**config.mk**
```make
export PLATFORM = sky130hd
export DESIGN_NAME = key_sequence_lock_flat
export DESIGN_NICKNAME = d
export VERILOG_FILES = /design/src/rtl/key_sequence_lock_if.sv /design/src/rtl/key_sequence_lock.sv /design/src/flat_wrapper.sv
export SDC_FILE = /design/constraint.sdc
export NUM_CORES = 1
export LEC_CHECK = 0
export ABC_AREA = 1
export ABC_CLOCK_PERIOD_IN_PS = 3000
export CAP_MARGIN = 20
export CORE_MARGIN = 3
export CORE_UTILIZATION = 62
export CTS_CLUSTER_DIAMETER = 60
export DETAILED_ROUTE_END_ITERATION = 10
export PLACE_DENSITY = 0.8
export SLEW_MARGIN = 10
export SYNTH_ARGS = -nofsm -noshare
export SYNTH_HDL_FRONTEND = slang
export SYNTH_SLANG_ARGS = --single-unit
```
**constraint.sdc**
```tcl
create_clock -name CLOCK_50 -period 3 [get_ports CLOCK_50]
set_clock_uncertainty 0.2 [all_clocks]
set_input_delay 0.75 -clock CLOCK_50 [delete_from_list [all_inputs] [get_ports CLOCK_50]]
set_output_delay 0.75 -clock CLOCK_50 [all_outputs]
set_load 0.1 [all_outputs]
```
**src/rtl/key_sequence_lock_if.sv**
```systemverilog
// Pin bundle of the combination lock: raw buttons in, display and status out.
interface key_sequence_lock_if #(
    parameter int NUM_KEYS = 3
);
    logic [NUM_KEYS-1:0] KEY;
    logic [6:0]          HEX0;
    logic                UNLOCKED;
    logic                LOCKED_OUT;
    logic [3:0]          FAIL_COUNT;

    modport slave  (input KEY, output HEX0, UNLOCKED, LOCKED_OUT, FAIL_COUNT);
    modport master (output KEY, input HEX0, UNLOCKED, LOCKED_OUT, FAIL_COUNT);
endinterface

```
**src/rtl/key_sequence_lock.sv**
```systemverilog
// Push-button combination lock: per-key sync + debounce, entry FSM with
// timeouts, failure counting and lockout, seven-segment status display.
module key_debounce #(
    parameter int DEBOUNCE_CYCLES = 500000
) (
    input  logic clk,
    input  logic rst_n,
    input  logic key_n,
    output logic press
);
    localparam int CW = $clog2(DEBOUNCE_CYCLES + 1);

    logic [1:0]    sync;
    logic          level;
    logic [CW-1:0] cnt;

    always_ff @(posedge clk) begin
        if (!rst_n) begin
            sync  <= 2'b11;
            level <= 1'b1;
            cnt   <= '0;
            press <= 1'b0;
        end else begin
            sync  <= {sync[0], key_n};
            press <= 1'b0;
            if (sync[1] != level) begin
                if (cnt == CW'(DEBOUNCE_CYCLES - 1)) begin
                    level <= sync[1];
                    cnt   <= '0;
                    // only a debounced fall (release -> press) is an event
                    press <= ~sync[1];
                end else begin
                    cnt <= cnt + 1'b1;
                end
            end else begin
                cnt <= '0;
            end
        end
    end
endmodule

module key_sequence_lock #(
    parameter int NUM_KEYS = 3,
    parameter int SEQ_LEN  = 4,
    localparam int IDXW    = (NUM_KEYS > 1) ? $clog2(NUM_KEYS) : 1,
    parameter logic [SEQ_LEN*IDXW-1:0] CODE = {2'd2, 2'd0, 2'd1, 2'd0},
    parameter int DEBOUNCE_CYCLES = 500000,
    parameter int TIMEOUT_CYCLES  = 250000000,
    parameter int OPEN_CYCLES     = 150000000,
    parameter int ERROR_CYCLES    = 50000000,
    parameter int LOCKOUT_CYCLES  = 500000000,
    parameter int MAX_FAILS       = 3
) (
    input  logic                CLOCK_50,
    input  logic                RESET_N,
    key_sequence_lock_if.slave  io
);
    localparam int SW = $clog2(SEQ_LEN + 1);
    localparam int TW = 32;

    typedef enum logic [2:0] {IDLE, ENTRY, OPEN, ERROR, LOCKOUT} state_t;

    logic [NUM_KEYS-1:0] press;
    state_t              state, state_n;
    logic [SW-1:0]       step, step_n;
    logic [3:0]          fail_cnt, fail_n;
    logic [TW-1:0]       timer, timer_n;
    logic [IDXW-1:0]     press_idx, exp_idx;
    logic                press_any, correct, expire;

    for (genvar k = 0; k < NUM_KEYS; k++) begin : g_key
        key_debounce #(.DEBOUNCE_CYCLES(DEBOUNCE_CYCLES)) u_deb (
            .clk   (CLOCK_50),
            .rst_n (RESET_N),
            .key_n (io.KEY[k]),
            .press (press[k])
        );
    end

    always_comb begin
        press_idx = '0;
        for (int i = 0; i < NUM_KEYS; i++)
            if (press[i]) press_idx = IDXW'(i);
        exp_idx = '0;
        for (int i = 0; i < SEQ_LEN; i++)
            if (step == SW'(i)) exp_idx = CODE[i*IDXW +: IDXW];
    end

    // several keys in one cycle is never a valid step
    assign press_any = |press;
    assign correct   = $onehot(press) && (press_idx == exp_idx);
    assign expire    = (timer == TW'(1));

    always_ff @(posedge CLOCK_50) begin
        if (!RESET_N) begin
            state    <= IDLE;
            step     <= '0;
            fail_cnt <= '0;
            timer    <= '0;
        end else begin
            state    <= state_n;
            step     <= step_n;
            fail_cnt <= fail_n;
            timer    <= timer_n;
        end
    end

    always_comb begin
        state_n = state;
        step_n  = step;
        fail_n  = fail_cnt;
        timer_n = (timer != '0) ? timer - 1'b1 : '0;
        case (state)
            IDLE, ENTRY: begin
                if (press_any) begin
                    if (!correct) begin
                        state_n = ERROR;
                        step_n  = '0;
                        timer_n = TW'(ERROR_CYCLES);
                        fail_n  = (fail_cnt == 4'(MAX_FAILS)) ? fail_cnt : fail_cnt + 1'b1;
                    end else if (int'(step) + 1 == SEQ_LEN) begin
                        state_n = OPEN;
                        step_n  = '0;
                        timer_n = TW'(OPEN_CYCLES);
                        fail_n  = '0;
                    end else begin
                        state_n = ENTRY;
                        step_n  = step + 1'b1;
                        timer_n = TW'(TIMEOUT_CYCLES);
                    end
                end else if (state == ENTRY && expire) begin
                    state_n = IDLE;
                    step_n  = '0;
                end
            end
            OPEN: begin
                if (press_any || expire) state_n = IDLE;
            end
            ERROR: begin
                if (fail_cnt == 4'(MAX_FAILS)) begin
                    state_n = LOCKOUT;
                    timer_n = TW'(LOCKOUT_CYCLES);
                end else if (expire) begin
                    state_n = IDLE;
                end
            end
            LOCKOUT: begin
                if (expire) begin
                    state_n = IDLE;
                    fail_n  = '0;
                end
            end
            default: begin
                state_n = IDLE;
                step_n  = '0;
                timer_n = '0;
            end
        endcase
    end

    function automatic logic [6:0] digit(input logic [3:0] d);
        case (d)
            4'd0:    digit = 7'b1000000;
            4'd1:    digit = 7'b1111001;
            4'd2:    digit = 7'b0100100;
            4'd3:    digit = 7'b0110000;
            4'd4:    digit = 7'b0011001;
            4'd5:    digit = 7'b0010010;
            4'd6:    digit = 7'b0000010;
            4'd7:    digit = 7'b1111000;
            4'd8:    digit = 7'b0000000;
            default: digit = 7'b0010000;
        endcase
    endfunction

    always_comb begin
        case (state)
            ENTRY:   io.HEX0 = digit(4'(step));
            OPEN:    io.HEX0 = 7'b1000001;
            ERROR:   io.HEX0 = 7'b0000110;
            LOCKOUT: io.HEX0 = 7'b1000111;
            default: io.HEX0 = 7'b0111111;
        endcase
    end

    assign io.UNLOCKED   = (state == OPEN);
    assign io.LOCKED_OUT = (state == LOCKOUT);
    assign io.FAIL_COUNT = fail_cnt;
endmodule

```
**src/flat_wrapper.sv**
```systemverilog
// flat-port wrapper written by rule: the top's interface ports become plain ports
module key_sequence_lock_flat 
#(
    parameter int NUM_KEYS = 3,
    parameter int SEQ_LEN  = 4,
    localparam int IDXW    = (NUM_KEYS > 1) ? $clog2(NUM_KEYS) : 1,
    parameter logic [SEQ_LEN*IDXW-1:0] CODE = {2'd2, 2'd0, 2'd1, 2'd0},
    parameter int DEBOUNCE_CYCLES = 500000,
    parameter int TIMEOUT_CYCLES  = 250000000,
    parameter int OPEN_CYCLES     = 150000000,
    parameter int ERROR_CYCLES    = 50000000,
    parameter int LOCKOUT_CYCLES  = 500000000,
    parameter int MAX_FAILS       = 3
)
  (CLOCK_50, RESET_N, io_KEY, io_HEX0, io_UNLOCKED, io_LOCKED_OUT, io_FAIL_COUNT);
  key_sequence_lock_if #(.NUM_KEYS(NUM_KEYS)) io_i ();
  input  logic CLOCK_50;
  input  logic RESET_N;
  input wire logic [$bits(io_i.KEY)-1:0] io_KEY;
  output wire logic [$bits(io_i.HEX0)-1:0] io_HEX0;
  output wire logic [$bits(io_i.UNLOCKED)-1:0] io_UNLOCKED;
  output wire logic [$bits(io_i.LOCKED_OUT)-1:0] io_LOCKED_OUT;
  output wire logic [$bits(io_i.FAIL_COUNT)-1:0] io_FAIL_COUNT;
  assign io_i.KEY = io_KEY;
  assign io_HEX0 = io_i.HEX0;
  assign io_UNLOCKED = io_i.UNLOCKED;
  assign io_LOCKED_OUT = io_i.LOCKED_OUT;
  assign io_FAIL_COUNT = io_i.FAIL_COUNT;
  key_sequence_lock #(.NUM_KEYS(NUM_KEYS), .SEQ_LEN(SEQ_LEN), .CODE(CODE), .DEBOUNCE_CYCLES(DEBOUNCE_CYCLES), .TIMEOUT_CYCLES(TIMEOUT_CYCLES), .OPEN_CYCLES(OPEN_CYCLES), .ERROR_CYCLES(ERROR_CYCLES), .LOCKOUT_CYCLES(LOCKOUT_CYCLES), .MAX_FAILS(MAX_FAILS)) u_core (.CLOCK_50(CLOCK_50), .RESET_N(RESET_N), .io(io_i));
endmodule
```
### After elaboration in Yosys (flattened, before gate mapping)

Memory sizes are Yosys's and may differ from the RTL's. A register that Yosys moved wholly into a read port is not among the register bits.
Index checks and enable logic that the tools add are counted.

| word-level totals | value |
|---|---|
| memories | 1 |
| input bits | 5 |
| ROM bits | 56 |
| output and inout bits | 13 |
| flip-flop bits (word level) | 111 |

| operators by class | value |
|---|---|
| reductions and logical operators | 22 |
| multiplexer cells | 32 |
| equal/unequal tests | 24 |
| bitwise gates (word level) | 8 |
| add/sub/neg operators | 9 |

Memories:

| name | words | bits a word | rd ports | clocked after memory_dff | wr ports | line | source |
|---|---|---|---|---|---|---|---|
| (name not given) | 8 | 7 | 1 | 1 | 0 | key_sequence_lock.sv:162 | `case (d)` |

Operator list:

| operator | number |
|---|---|
| 32-bit two-way mux | 4 |
| 32-bit case mux with 3 select lines | 1 |
| 19-bit by 1-bit adder with 19-bit output, second input constant | 3 |
| 19-bit equality test, second input constant | 3 |
| 3-bit two-way mux | 11 |
| 32-bit by 1-bit equality test with 1-bit output, second input constant | 1 |
| 32-bit by 4-bit equality test with 1-bit output, second input constant | 1 |
| 32-bit nonzero test | 1 |
| 32-bit by 1-bit subtractor with 32-bit output, second input constant | 1 |
| 7-bit case mux with 4 select lines | 1 |
| 27-bit two-way mux | 1 |
| 4-bit two-way mux | 5 |
| 3-bit OR reduction | 5 |
| 3-bit by 2-bit equality test with 1-bit output, second input constant | 4 |
| 3-bit case mux with 4 select lines | 1 |
| 2-bit AND reduction | 5 |
| 3-bit AND reduction | 3 |
| 1-bit NOT | 8 |
| 4-bit case mux with 2 select lines | 1 |
| 3-bit by 1-bit equality test with 1-bit output, second input constant | 2 |
| 2-bit two-way mux | 3 |
| 2-bit by 1-bit inequality test with 1-bit output, second input constant | 3 |
| 3-bit case mux with 2 select lines | 1 |
| 5-bit AND reduction | 1 |
| 19 further kinds | 25 |

### Depth between registers and ports, before layout

Gate-level depths: netlist (run 1).

| logic depth | value |
|---|---|
| word-level depth | 11 |
| depth in mapped cells | 18 |
| depth with buffers taken out | 18 |

### By module

A second synthesis (run 1) with hierarchy kept.

| unflattened totals | value |
|---|---|
| cell total of the unflattened synthesis | 1,028 |
| area, all modules | 6,919.1 um2 |

Modules (own cells, without submodules):

| module | times used | area an instance (um2) | sequential area each (um2) | cells an instance |
|---|---|---|---|---|
| key_debounce | 3 | 1,188.6 | 460.4 | 169 |
| key_sequence_lock | 1 | 3,353.2 | 980.9 | 521 |

### Worst setup path after synthesis (run 1)

Ideal clock, no wire load.

| timing | value |
|---|---|
| kind | register to output |
| from | register u_core.state[1] |
| to | output port io_HEX0[6] |
| stages on the path, launching flop included | 5 |
| path slack | -0.559 ns |
| arrival time | 2.609 ns |
| data required time | 2.050 ns |
| cells stage by stage | dfxtp_1 inv_2 nor3_2 nor2_1 nand2_1 |

| between the ends | value |
|---|---|
| word-level cells in the longest chain between the ends | 2 |
| elaborated cells on any way between the ends | 5 |
| those cells by class | eq/ne: 4; mux: 1 |

Ends and longest elaborated chain:

| element | line | source |
|---|---|---|
| start: declaration | key_sequence_lock.sv:64 | `state_t state, state_n;` |
| start signal: assignment | key_sequence_lock.sv:101 | `state <= state_n;` |
| 3-bit by 2-bit equality test with 1-bit output | n/a |  |
| named net io_UNLOCKED | flat_wrapper.sv:21 | `output wire logic [$bits(io_i.UNLOCKED)-1:0] io_UNLOCKED;` |
| 7-bit case mux with 4 select lines | key_sequence_lock.sv:177 | `case (state)` |
| end: declaration | flat_wrapper.sv:20 | `output wire logic [$bits(io_i.HEX0)-1:0] io_HEX0;` |

The timed path passes the listed nets, and every way through them passes these cells.

### Worst setup path in the final report (run 1)

| timing | value |
|---|---|
| from | register u_core.state[1] |
| to | output port io_HEX0[3] |

| between the ends | value |
|---|---|
| word-level cells in the longest chain between the ends | 2 |
| elaborated cells on any way between the ends | 5 |
| those cells by class | eq/ne: 4; mux: 1 |

Ends and longest elaborated chain:

| element | line |
|---|---|
| 3-bit equality test (tied with other cells) | key_sequence_lock.sv:177 |
| 7-bit case mux with 4 select lines (*) | key_sequence_lock.sv:177 |

Mark *: on every way between the ends. The rest lies on a longest branch, timed or not.

==> results.yml, run 1 <==
clock_tree:
  htree_levels: 4
  cts_buffers: 17
  clock_path_buffers: 2
  cts_root_buf: "clkbuf_8"
  cts_hold_buffers: 0
  insertion_delay_ps: 540
  clkTransAtPathRegs_ps: 60
  cts_tree: "yes"
  clock_sinks: 118
cells_and_area:
  drive_above_1_share_pct: 13.1
  area_growth_pct: 16.7
  nNetsFinal: 957
  n_antenna_cell: 0
power_and_ir_drop:
  power.net_switching_mw: 2.47
  clkPwrFrac_pct: 33.3
  peakVddDrop_mv: 0.780
  power_mw: 6.36
  switching_share_pct: 38.8
  seqPwrFrac_pct: 30.8
  power_leakage_nw: 3.07
  power_density_mw_per_mm2: 876
  p_comb_share_pct: 35.9
  intPower_mw: 3.89
detailed_routing:
  vias_per_cell: 5.35
  post-route-drc-count: 0
  wl_per_cell_um: 12.9
  drt.antenna.violating_nets: 0
  drt-total-wl_mm: 13.9
  drt-initial-drc-count: 353
  vias: 5763
  dr.pass1.iters: 7
timing:
  whs_ps: 218
  tns_ps: 0
  period_needed_ps: 2910
  worst_slack_ps: 91.7
  hold_viol: 0
  setup_viol: 0
  fmax_ghz: 0.344
  maxSlewViolCount: 0
  slew-limit-headroom_pct: 57.8
  period_share_pct: 96.9
  worstMarginPinSlew_ps: 630
  rsz0062_at_grt: "no"
setup_path:
  worstSetupPathType: "reg2out"
  cp-end-kind: "primary output"
  critPathArrivalTime_ps: 1960
  worstSetupStartpointType: "register"
  cp.required_ps: 2050
  crit_fanout: 6
placement:
  port_buffers: 17
  dp_hpwl_mm: 10.1
  post-place-ws_ps: 193
  gp_congestion: 0.890
synth:
  synth.net_count: 925
  syn-cell-area_mm2: 0.00622
  synth.top_cells.by_count: "nand2_1, nor2_1, dfxtp_1"
  synth_most_common_cell: "nand2_1"
  ys_dominant_reg_cell: "dfxtp_1"
  ys_seq_elements: 118
  synth_enable_flop_cells: 0
  post-synth-top-area-fraction_pct: 38.0
  ys_async_sr_fraction_pct: 0
  avgSynthCellArea_um2: 6.88
  yosysUniqueCellTypes: 41
  ys_warn_count: 0
  synthTopCellsByArea: "dfxtp_1, nand2_1, nor2_1"
  synth_top_area_cell: "dfxtp_1"
  synth_cells: 904
  synth-seq-area-share_pct: 38.0
global_routing:
  gr-total-overflow: 0
  grt_max_degree: 17
  grt_pass1_wl_mm: 24.2
  track_usage_pct: 26.1
  grt_pass1_vias: 5376
  antenna_found_initial: 0
floorplan:
  core_mm2: 0.00950
  io-pin-count: 18
  dieArea_mm2: 0.0113
  rows: 35
  die_h_um: 106
  dieWidth_um: 106
  start_util_pct: 65.5
min_path:
  hold_path.class: "reg2reg"
run_status:
  status: "completed"
job:
  maxCapViolCount: 0
[cells in the final DEF (no fill, tap or decap), drive strengths merged, types with 12 or more instances in the layout]
cell type	n
o21ai	22
nand3	56
or2	17
xor2	17
nor2	166
buf	19
inv	120
a21oi	40
xnor2	12
ha	15
nand2	223
nand4	25
dfxtp	118
clkbuf	18
nor3	32
[stage by stage]
stage | std cells | util [%] | area, um^2
after detailed placement | 1046 | 69.6 | 6620
final | 1078 | 76.4 | 7260
after CTS | 1078 | 76.2 | 7250
after global placement | 1046 | 69.6 | 6620
after global routing | 1078 | 76.4 | 7260
after floorplan | 904 | - | 6230
[critical path, cell delays in order (launching register included)]
cell	delay, ps
dfxtp_2	430
nor2_1	100
nor2_1	160
nor2_2	100
or2_2	310
nand2_1	140
buf_12	190
[per-layer routing]
metal	share of wire [%]	wire (um)	global-route usage, %	up-vias
li1	-	-	-	2955
met1	45	6240	33.6	2627
met2	48	6690	43.8	154
met3	5.1	707	5.53	27
met4	1.7	237	8.33	0
met5	0	0	0	-
[flip-flops by register name (all words and copies together), names as in the netlist, named ones only]
signal / cells
u_core.g_key.u_deb.sync: 6
u_core.state: 3
u_core.g_key.u_deb.press: 3
u_core.io.FAIL_COUNT: 4
u_core.timer: 32
u_core.step: 3
u_core.g_key.u_deb.level: 3
u_core.g_key.u_deb.cnt: 57
[power groups by stage]
stage	clock [mW]	combinational [mW]	sequential (mW)
global placement	0	2.12	1.98
finish	2.12	2.28	1.96
floorplan	0	1.84	1.93
global route	2.22	2.58	1.98
detailed placement	0	2.19	1.98
CTS	2.14	2.25	1.95
[worst paths after layout]
check	start	end	slack, ps	depth (start not counted)
hold / removal	u_core.g_key[0].u_deb.sync[0]$_SDFF_PN1_	u_core.g_key[0].u_deb.sync[1]$_SDFF_PN1_	220	1
setup reg to reg	u_core.g_key[2].u_deb.press$_SDFF_PN0_	register	270	14
setup / recovery	u_core.state[1]$_SDFFE_PN0P_	io_HEX0[3]	90	6
hold reg to reg	u_core.g_key[0].u_deb.sync[0]$_SDFF_PN1_	u_core.g_key[0].u_deb.sync[1]$_SDFF_PN1_	220	1
[layout make-up]
type	instances	area, um^2
timing repair buffer	23	270
clock inverter	14	201
tap	129	161
multi-input combinational	658	3390
clock buffer	18	418
sequential	118	2370
fill	715	2240
inverter	118	443
[logic make-up (layout without fill, tap and decap cells)]
group,count (synthesis),count (layout),synth area share [%]
AO/OA/AOI/OAI,78,78,6.92
XOR/XNOR,29,29,4.08
adder cells (fa/ha/maj),16,16,3.34
buffers and inverters,128,173,7.94
flip-flops,118,118,38.0
multiplexers,1,1,0.161
AND/OR/NAND/NOR,534,534,39.6
[timing repair]
action	in CTS	in global routing
setup endpoints to repair	6	5
setup buffers	0	0
resized for setup	5	4
endpoints found under the hold margin	0	0
cloned	0	0
Power figures use the tool's default switching activity.
==> inputs of run 2 (changes only) <==
--- a/config.mk
+++ b/config.mk
@@ -8,11 +8,14 @@
 export ABC_AREA = 1
 export ABC_CLOCK_PERIOD_IN_PS = 3000
 export CAP_MARGIN = 20
+export CELL_PAD_IN_SITES_DETAIL_PLACEMENT = 1
+export CELL_PAD_IN_SITES_GLOBAL_PLACEMENT = 1
 export CORE_MARGIN = 3
-export CORE_UTILIZATION = 62
+export CORE_UTILIZATION = 45
 export CTS_CLUSTER_DIAMETER = 60
 export DETAILED_ROUTE_END_ITERATION = 10
-export PLACE_DENSITY = 0.8
+export PLACE_DENSITY_LB_ADDON = 0.1
+export RECOVER_POWER = 50
 export SLEW_MARGIN = 10
 export SYNTH_ARGS = -nofsm -noshare
 export SYNTH_HDL_FRONTEND = slang
==> results.yml, run 2 (synthesis gave the netlist of run 1 again) <==
detailed_routing:
  drt-total-wl_mm: 16.8
  drt-initial-drc-count: 300
  wl_met3_um: 558
  drt.antenna.violating_nets: 0
  post-route-drc-count: 0
  dr.pass1.iters: 5
  top_layer: "met4"
  dr_wl_met2_mm: 8.22
  wl_met1_mm: 7.77
  vias_per_cell: 5.17
  wl_per_cell_um: 14.9
  vias: 5821
cells_and_area:
  regMostFlops: "u_core.g_key.u_deb.cnt"
  largest_register_ffs: 57
  multiInputGateArea_mm2: 0.00337
  n_antenna_cell: 0
  fillers: 1749
  final_util_pct: 54.3
  nNetsFinal: 959
  regArea_mm2: 0.00236
  layout_common_cells: "nand2_1, nor2_1, dfxtp_1, inv_1, nand3_1"
  area_growth_pct: 16.9
  top_regs: "u_core.g_key.u_deb.cnt (57), u_core.timer (32), u_core.g_key.u_deb.sync (6)"
  final_common_cell: "nand2_1"
  final_cells: 1126
  drive_above_1_share_pct: 11.6
job:
  maxCapViolCount: 0
clock_tree:
  insertion_delay_ps: 420
  clock_path_buffers: 2
  clkTransAtPathRegs_ps: 60
  cts_buffers: 17
  cts_tree: "yes"
  clock_sinks: 118
  cts_hold_buffers: 0
  cts_root_buf: "clkbuf_16"
  htree_levels: 4
setup_path:
  rrSetupSlack_ps: 250
  critPathArrivalTime_ps: 1930
  worstSetupStartpointType: "register"
  rr_worst_depth: 14
  cp.required_ps: 2050
  cp-end-kind: "primary output"
  timing.rr.start: "u_core.g_key[2].u_deb.press$_SDFF_PN0_"
  crit_fanout: 6
  worstSetupPathType: "reg2out"
min_path:
  hold_path_depth: 1
  hold_path.class: "reg2reg"
  min_to: "u_core.g_key[2].u_deb.sync[1]$_SDFF_PN1_"
  hp-start: "u_core.g_key[2].u_deb.sync[0]$_SDFF_PN1_"
placement:
  gp_congestion: 0.845
  dpl.cell_count: 1095
  port_buffers: 17
  dp_hpwl_mm: 12.5
timing:
  slew-limit-headroom_pct: 22.6
  period_needed_ps: 2880
  hold_viol: 0
  maxSlewViolCount: 0
  rsz0062_at_grt: "no"
  setup_viol: 0
  period_share_pct: 96.0
  fmax_ghz: 0.347
  worstMarginPinSlew_ps: 1170
  tns_ps: 0
floorplan:
  start_util_pct: 46.4
  io-pin-count: 18
  core_mm2: 0.0134
  dieWidth_um: 124
  dieArea_mm2: 0.0153
  die_h_um: 124
  rows: 42
global_routing:
  track_usage_pct: 23.3
  grt_pass1_wl_mm: 28.2
  grt_pass1_vias: 6034
  grt_max_degree: 17
  gr-total-overflow: 0
  antenna_found_initial: 0
run_status:
  status: "completed"
power_and_ir_drop:
  power_mw: 6.46
  peakVddDrop_mv: 0.476
  power_leakage_nw: 3.05
  power_density_mw_per_mm2: 888
## run 2: cell count changes in the layout (fill, tap and decap cells not counted), sizes merged
cell / before / now
bufinv: 4 / 3
clkbuf: 18 / 31
dlygate4sd3: 0 / 1
clkdlybuf4s50: 4 / 3
inv: 120 / 118
clkinv: 6 / 3
buf: 19 / 13
## run 2: cell type report
type	count	share of cell area, %
clock buffer	23	6.85
tap	176	3.03
sequential	118	32.5
timing repair buffer	25	3.54
multi-input combinational	658	46.3
clock inverter	8	1.65
inverter	118	6.09
## run 2: routing by layer
metal	global-route usage, %	vias to the layer above
li1	-	2940
met1	29.1	2788
met2	39.6	68
met3	5.68	25
met4	7.40	0
met5	0	-
## run 2: worst max-delay path by stage
stage	end	slack, ps	cells after the start	start
6_report	io_HEX0[5]	120	6	u_core.state[2]$_SDFFE_PN0P_
5_1_grt	register	30	17	u_core.timer[16]$_SDFF_PN0_
4_1_cts	io_HEX0[4]	20	6	u_core.state[0]$_SDFFE_PN0P_
3_5_place_dp	register	160	14	u_core.g_key[2].u_deb.press$_SDFF_PN0_
3_3_place_gp	register	340	14	u_core.g_key[2].u_deb.press$_SDFF_PN0_
2_1_floorplan	io_HEX0[6]	80	4	u_core.state[2]$_SDFFE_PN0P_
## run 2: worst max-delay path, stage by stage (launching register included)
cell	delay [ps]
dfxtp_1	460
inv_2	100
nor2_1	180
nor2_2	110
or2_2	320
nand2_1	140
buf_12	190
## run 2: repair_timing
| action | 4_1_cts | 5_1_grt |
|---|---|---|
| gates resized for setup | 0 | 2 |
| setup buffers | 0 | 0 |
| setup endpoints to repair | 0 | 4 |
## run 2: where the power goes
part           internal [mW]  total, mW  switching [mW]
logic                  0.768       2.36            1.59
registers               1.77       1.97           0.200
clock network           1.41       2.13           0.725
total                   3.94       6.46            2.52
## run 2: stage by stage
step                setup slack [ps]  cell area [um^2]  hold slack [ps]
finish                           120              7270              225
global placement                 336              6690              195
global route                    27.5              7270              250
detailed placement               160              6690              215
floorplan                       76.6              6230              193
CTS                             15.2              7310              228
